### config.mk
export PLATFORM = sky130hd
export DESIGN_NAME = enemy_anim_ctrl
export DESIGN_NICKNAME = d
export VERILOG_FILES = /design/src/rtl/enemy_anim_ctrl.sv
export SDC_FILE = /design/constraint.sdc
export NUM_CORES = 1
export LEC_CHECK = 0
export CAP_MARGIN = 20
export CORE_AREA = 8 8 50 56
export CTS_CLUSTER_DIAMETER = 100
export CTS_CLUSTER_SIZE = 14
export DETAILED_ROUTE_END_ITERATION = 16
export DIE_AREA = 0 0 58 64
export PLACE_DENSITY_LB_ADDON = 0.05
export SLEW_MARGIN = 10
export SYNTH_ARGS = -nofsm -noshare
export SYNTH_HDL_FRONTEND = slang
export SYNTH_SLANG_ARGS = --single-unit
### constraint.sdc
create_clock -name Clk -period 4.95 [get_ports Clk]
set_input_delay 1.485 -clock Clk [delete_from_list [all_inputs] [get_ports Clk]]
set_output_delay 1.485 -clock Clk [all_outputs]
set_load 0.1 [all_outputs]
### src/rtl/enemy_anim_ctrl.sv
// Walk-animation sequencer for one enemy sprite: step index, facing and moving flag.
// Define ENEMY_ANIM_PINGPONG_EN for a 0..N-1..0 ping-pong step sequence instead of wrap-around.
module enemy_anim_ctrl #(
    parameter int unsigned NUM_FRAMES = 4,
    parameter int unsigned FRAME_W    = 2,
    parameter int unsigned DIV        = 1,
    parameter int unsigned POS_W      = 9
) (
    input  logic               Clk,
    input  logic               Reset,
    input  logic               frame_clk,
    input  logic               Enable,
    input  logic [POS_W-1:0]   Obj_X_Motion,
    input  logic [POS_W-1:0]   Obj_Y_Motion,
    output logic [FRAME_W-1:0] Obj_Step_Count,
    output logic [1:0]         Obj_Dir,
    output logic               Obj_Moving
);

    localparam int unsigned DIV_W = 8;
    localparam logic [FRAME_W-1:0] STEP_LAST = FRAME_W'(NUM_FRAMES - 1);
    localparam logic [FRAME_W-1:0] STEP_ONE  = FRAME_W'(1);
    localparam logic [DIV_W-1:0]   DIV_LAST  = DIV_W'(DIV - 1);

    localparam logic [1:0] DIR_DOWN  = 2'd0;
    localparam logic [1:0] DIR_UP    = 2'd1;
    localparam logic [1:0] DIR_LEFT  = 2'd2;
    localparam logic [1:0] DIR_RIGHT = 2'd3;

    typedef enum logic {
        IDLE = 1'b0,
        WALK = 1'b1
    } state_t;

    state_t             state_q;
    logic               frame_clk_q;
    logic [DIV_W-1:0]   div_q;
    logic [FRAME_W-1:0] step_q;
    logic [1:0]         dir_q;
    logic               moving_q;

    logic               tick_c;
    logic               moving_c;
    logic [1:0]         dir_c;
    logic [FRAME_W-1:0] step_adv_c;

    // One tick per frame_clk rising edge, however long it stays high.
    assign tick_c   = frame_clk & ~frame_clk_q;
    assign moving_c = Enable & ((Obj_X_Motion != '0) | (Obj_Y_Motion != '0));

    // Horizontal motion wins ties with vertical.
    always_comb begin
        dir_c = DIR_DOWN;
        if (Obj_X_Motion != '0) begin
            dir_c = Obj_X_Motion[POS_W-1] ? DIR_LEFT : DIR_RIGHT;
        end else begin
            dir_c = Obj_Y_Motion[POS_W-1] ? DIR_UP : DIR_DOWN;
        end
    end

`ifdef ENEMY_ANIM_PINGPONG_EN
    logic up_q;
    logic up_adv_c;

    // Reverse at either end without repeating the end frame.
    always_comb begin
        step_adv_c = step_q;
        up_adv_c   = up_q;
        if (up_q) begin
            if (step_q == STEP_LAST) begin
                step_adv_c = step_q - STEP_ONE;
                up_adv_c   = 1'b0;
            end else begin
                step_adv_c = step_q + STEP_ONE;
            end
        end else begin
            if (step_q == '0) begin
                step_adv_c = STEP_ONE;
                up_adv_c   = 1'b1;
            end else begin
                step_adv_c = step_q - STEP_ONE;
            end
        end
    end

    always_ff @(posedge Clk or posedge Reset) begin
        if (Reset) begin
            up_q <= 1'b1;
        end else if (tick_c) begin
            if (!moving_c || state_q == IDLE) begin
                up_q <= 1'b1;
            end else if (div_q == DIV_LAST) begin
                up_q <= up_adv_c;
            end
        end
    end
`else
    always_comb begin
        step_adv_c = step_q + STEP_ONE;
        if (step_q == STEP_LAST) begin
            step_adv_c = '0;
        end
    end
`endif

    // Walk FSM; every update is gated by the frame tick.
    always_ff @(posedge Clk or posedge Reset) begin
        if (Reset) begin
            state_q     <= IDLE;
            frame_clk_q <= 1'b0;
            div_q       <= '0;
            step_q      <= '0;
            dir_q       <= DIR_DOWN;
            moving_q    <= 1'b0;
        end else begin
            frame_clk_q <= frame_clk;
            if (tick_c) begin
                if (moving_c) begin
                    dir_q <= dir_c;
                end
                case (state_q)
                    IDLE: begin
                        div_q <= '0;
                        if (moving_c) begin
                            state_q  <= WALK;
                            step_q   <= STEP_ONE;
                            moving_q <= 1'b1;
                        end else begin
                            step_q   <= '0;
                            moving_q <= 1'b0;
                        end
                    end
                    WALK: begin
                        if (moving_c) begin
                            if (div_q == DIV_LAST) begin
                                div_q  <= '0;
                                step_q <= step_adv_c;
                            end else begin
                                div_q <= div_q + DIV_W'(1);
                            end
                        end else begin
                            state_q  <= IDLE;
                            step_q   <= '0;
                            div_q    <= '0;
                            moving_q <= 1'b0;
                        end
                    end
                    default: begin
                        state_q  <= IDLE;
                        step_q   <= '0;
                        div_q    <= '0;
                        moving_q <= 1'b0;
                    end
                endcase
            end
        end
    end

    assign Obj_Step_Count = step_q;
    assign Obj_Dir        = dir_q;
    assign Obj_Moving     = moving_q;

endmodule

==> results <==
- The run finished with clean final reports.
- The required time of the critical path is 3.46 ns.
- The switching share of total power is 35.3%.
- The worst setup path is launched from a flop.
- The number of warning messages in the yosys log is 0.
- In the final layout, the multi-input gates occupy 468 µm².
- The fraction of layout instances using a drive strength above 1 is 8.47%.
- In this run the worst path has a maximum fanout of 5.
- For this block, the initial DRC count from the detailed router was 12.
- Dividing the detail-routed wire length by the instance count gives 15.1 µm.
- The number of setup buffers added after CTS is 0.
- The die width is 58 µm.
- Setup repair after global routing left no endpoint under its margin.
- The overall die area is 3710 µm².
- The total wire length after detailed routing is 2.07 mm.
- The count of endpoints failing hold in the final timing report is 0.
- Setup violations remaining at the end of the flow were counted as 0.
- The power share of the clock group is 23.8%.
- The clock period minus worst slack is 3.36 ns.
- The number of antenna violations at the first check in global routing is 0.
- Based on the critical path, the design can be clocked at up to 0.298 GHz.
- The switching power summed over all nets is 0.106 mW.
- The post-detailed-route via-to-cell ratio is 5.85.
- In this run the standard cell core region covers 1910 µm².
- The type of the most critical hold path is reg -> reg.
- The number of top-level pins is 27.
- The post-route standard cell area excluding fillers is 1180 µm².
- Combinational logic is responsible for 30.9% of the overall power.
- Across every metal layer, demand over resource in global routing totals 12.4%.
- Clock-pin slew was measured on the worst setup and hold paths at 0.10 ns.
- The count of buffers from port buffering is 26.
- The worst-skew pair later-pin latency is 0.28 ns.
- The register share of total power is 45.3%.
- The areal power density over the cells is 253 nW/µm².
- The final-report max-slew violation count came to 0.
- The half-perimeter wire length after placement is 1.66 mm.
- The number of distinct standard cells referenced by the synthesized netlist is 35.
- Traced cell by cell, the critical path runs through clkdlybuf4s50_1.
- For this run, design rule violations remaining after detail routing come to 0.
- Counting every instance in the synthesized netlist gives 91.
- In the layout the commonest cells are sky130_fd_sc_hd__clkdlybuf4s50_1, sky130_fd_sc_hd__dfrtp_1, sky130_fd_sc_hd__nand2_1, sky130_fd_sc_hd__a21oi_1.
- The number of enable-type register cells in the synthesized netlist is 0.
- The final layout net count is 144.
- Routability-driven placement finished with a final weighted congestion of 0.821.
- sky130_fd_sc_hd__dfrtp_1 takes more of the synthesized area than any other cell.
- The first global-routing pass estimated 3.73 mm of wire.
- The count of max-cap constraint violations is 0.
- After synthesis, the cell types taking the most area are sky130_fd_sc_hd__dfrtp_1, sky130_fd_sc_hd__a21oi_1, sky130_fd_sc_hd__ha_1.
- The number of buffers created by CTS is 3.
- The remaining antenna violation count after routing is 0.
- The slowest stage of the critical path belongs to the cell sky130_fd_sc_hd__clkdlybuf4s50_1.
- The maximum count of clock buffers along a single path is 2.
- The total number of placement rows is 17.
- Counting both buffers and inverters, the worst setup path holds a total of 1.
- In the synthesized netlist the dominant register cell turns out to be sky130_fd_sc_hd__dfrtp_1.
- The cell area that synthesis handed to floorplanning was 885 µm².
- Counting the fill cells in the layout gives 176.
- The final worst-path cycle share is 67.9%.
- Synthesis inferred 15 register bits.
- The total inserted antenna cells is 0.
- Post-CTS repair changed the size of 0 cells.
- The number of global-route vias before repair was 851.
- Measured along the y axis, the die boundary spans 64 µm.
- For the final database, setup skew stands at 0.00563 ns.
- The cell chosen for the clock root is sky130_fd_sc_hd__clkbuf_4.
- The critical path is of the reg -> out type.
- The routed layout has 802 vias.
- Data on the critical path arrives at its endpoint at 1.87 ns.
- Across the whole layout, storage elements account for 375 µm².
- Entering global routing, the biggest net connects 17 pins.
- Headroom to the max-slew limit came out at 34.6%.
- The internal power of the cells is 0.193 mW.
- The family with the most delay on the worst path is buffers and inverters.
- The commonest non-fill, non-tap cell in the layout is sky130_fd_sc_hd__clkdlybuf4s50_1.
- TritonCTS built the clock tree.
- The total overflow left after global routing is 0.
- The post-synthesis net count is 116.
- For the pin with the worst max-slew slack, the measured transition is 0.978 ns.
- For the final routed database, the setup TNS stands at 0 ns.
- The initial cell density of the core is 46.2%.
- The cell area reported after detailed placement is 1150 µm².
- From synthesis to final layout, the design area changed by 33.4%.
- In this design, the stage delay of the slowest critical-path cell is 1.17 ns.
- The peak supply drop is 0.166 mV.
- Counting every sink on the clock net gives 15.
- After synthesis, the share of flip-flops with an asynchronous set or reset is 100%.
- Averaged over all synthesized cells, the footprint is 9.72 µm².
- The endpoint type of the worst setup path is a primary output.
- In this run the number of H-tree levels came out at 1.
- The area share of the largest cell type after synthesis is 42.4%.
- Summed over all cells, the static leakage comes to 0.478 nW.
- The total of hold buffers inserted after clock tree synthesis is 0.
- The post-synthesis sequential area ratio is 42.4%.
- The number of iterations in the first detailed-routing pass is 4.
area by class of cell:
cell class	instances	area share, %
clock buffers	4	2.23
multi-input cells	67	39.7
well taps	19	2.01
inverters	5	1.59
flip-flops and latches	15	31.8
repair buffers	27	22.7
stage by stage:
step	setup slack, ns	instances	total power [mW]	hold slack (ns)	utilization, %
5_1_grt	1.52	137	0.313	0.553	61.6
4_1_cts	1.58	137	0.302	0.534	61.6
3_3_place_gp	1.50	133	0.230	0.504	60.3
3_5_place_dp	1.44	133	0.231	0.502	60.3
6_report	1.59	137	0.299	0.531	61.6
2_1_floorplan	1.94	91	0.196	0.506	-
cells in the mapped netlist (2+ instances only):
master	number
sky130_fd_sc_hd__nor4_1	4
sky130_fd_sc_hd__ha_1	3
sky130_fd_sc_hd__a21oi_1	8
sky130_fd_sc_hd__xnor2_1	2
sky130_fd_sc_hd__o21ai_0	4
sky130_fd_sc_hd__o211ai_1	5
sky130_fd_sc_hd__dfrtp_1	15
sky130_fd_sc_hd__and2_1	2
sky130_fd_sc_hd__nor3_1	2
sky130_fd_sc_hd__nand2b_1	3
sky130_fd_sc_hd__mux2_4	2
sky130_fd_sc_hd__nand4_1	4
sky130_fd_sc_hd__nand2_1	8
sky130_fd_sc_hd__clkbuf_1	3
sky130_fd_sc_hd__o2111ai_1	2
sky130_fd_sc_hd__inv_1	5
path summary, 6_finish.rpt:
check	startpoint	endpoint	slack (ns)	cells after the start
max	Obj_Step_Count[0]	Obj_Step_Count[0]	1.59	1
min in group asynchronous	Reset	frame_clk_q	1.55	2
max in group asynchronous	Reset	div_q[1]	3.02	2
max reg2reg	div_q[0]	Obj_Step_Count[0]	3.16	6
min	Obj_Dir[1]	Obj_Dir[1]	0.53	1
min reg2reg	Obj_Dir[1]	Obj_Dir[1]	0.53	1
power by group through the flow:
| stage | combinational [mW] | sequential, mW | clock (mW) |
|---|---|---|---|
| 2_1_floorplan | 0.0185 | 0.177 | 0 |
| 3_3_place_gp | 0.0923 | 0.137 | 0 |
| 3_5_place_dp | 0.0930 | 0.138 | 0 |
| 4_1_cts | 0.0934 | 0.135 | 0.0730 |
| 5_1_grt | 0.0978 | 0.136 | 0.0786 |
| 6_report | 0.0923 | 0.135 | 0.0712 |
routing by layer:
metal	vias up	global-route usage, %	part of all wire (%)
met5	-	0	0
met1	393	13.9	43
met2	14	21.6	52
li1	393	-	-
met3	2	3.80	4.0
met4	0	4.29	0.77
state kept, by name, summed over array words and instances (netlist names):
name	flops
Obj_Dir	2
Obj_Moving	1
Obj_Step_Count	2
div_q	8
frame_clk_q	1
state_q	1
cell families (layout without fill, tap and decap cells):
family,count (synthesis),after routing,synth area share (%)
simple gates,33,33,21.8
compound gates,27,27,21.5
flops,15,15,42.4
buf+inv,9,36,4.67
fa+ha+maj,3,3,4.24
xor+xnor,2,2,1.98
mux,2,2,3.39
No activity file was read; power rests on OpenSTA's default activity.
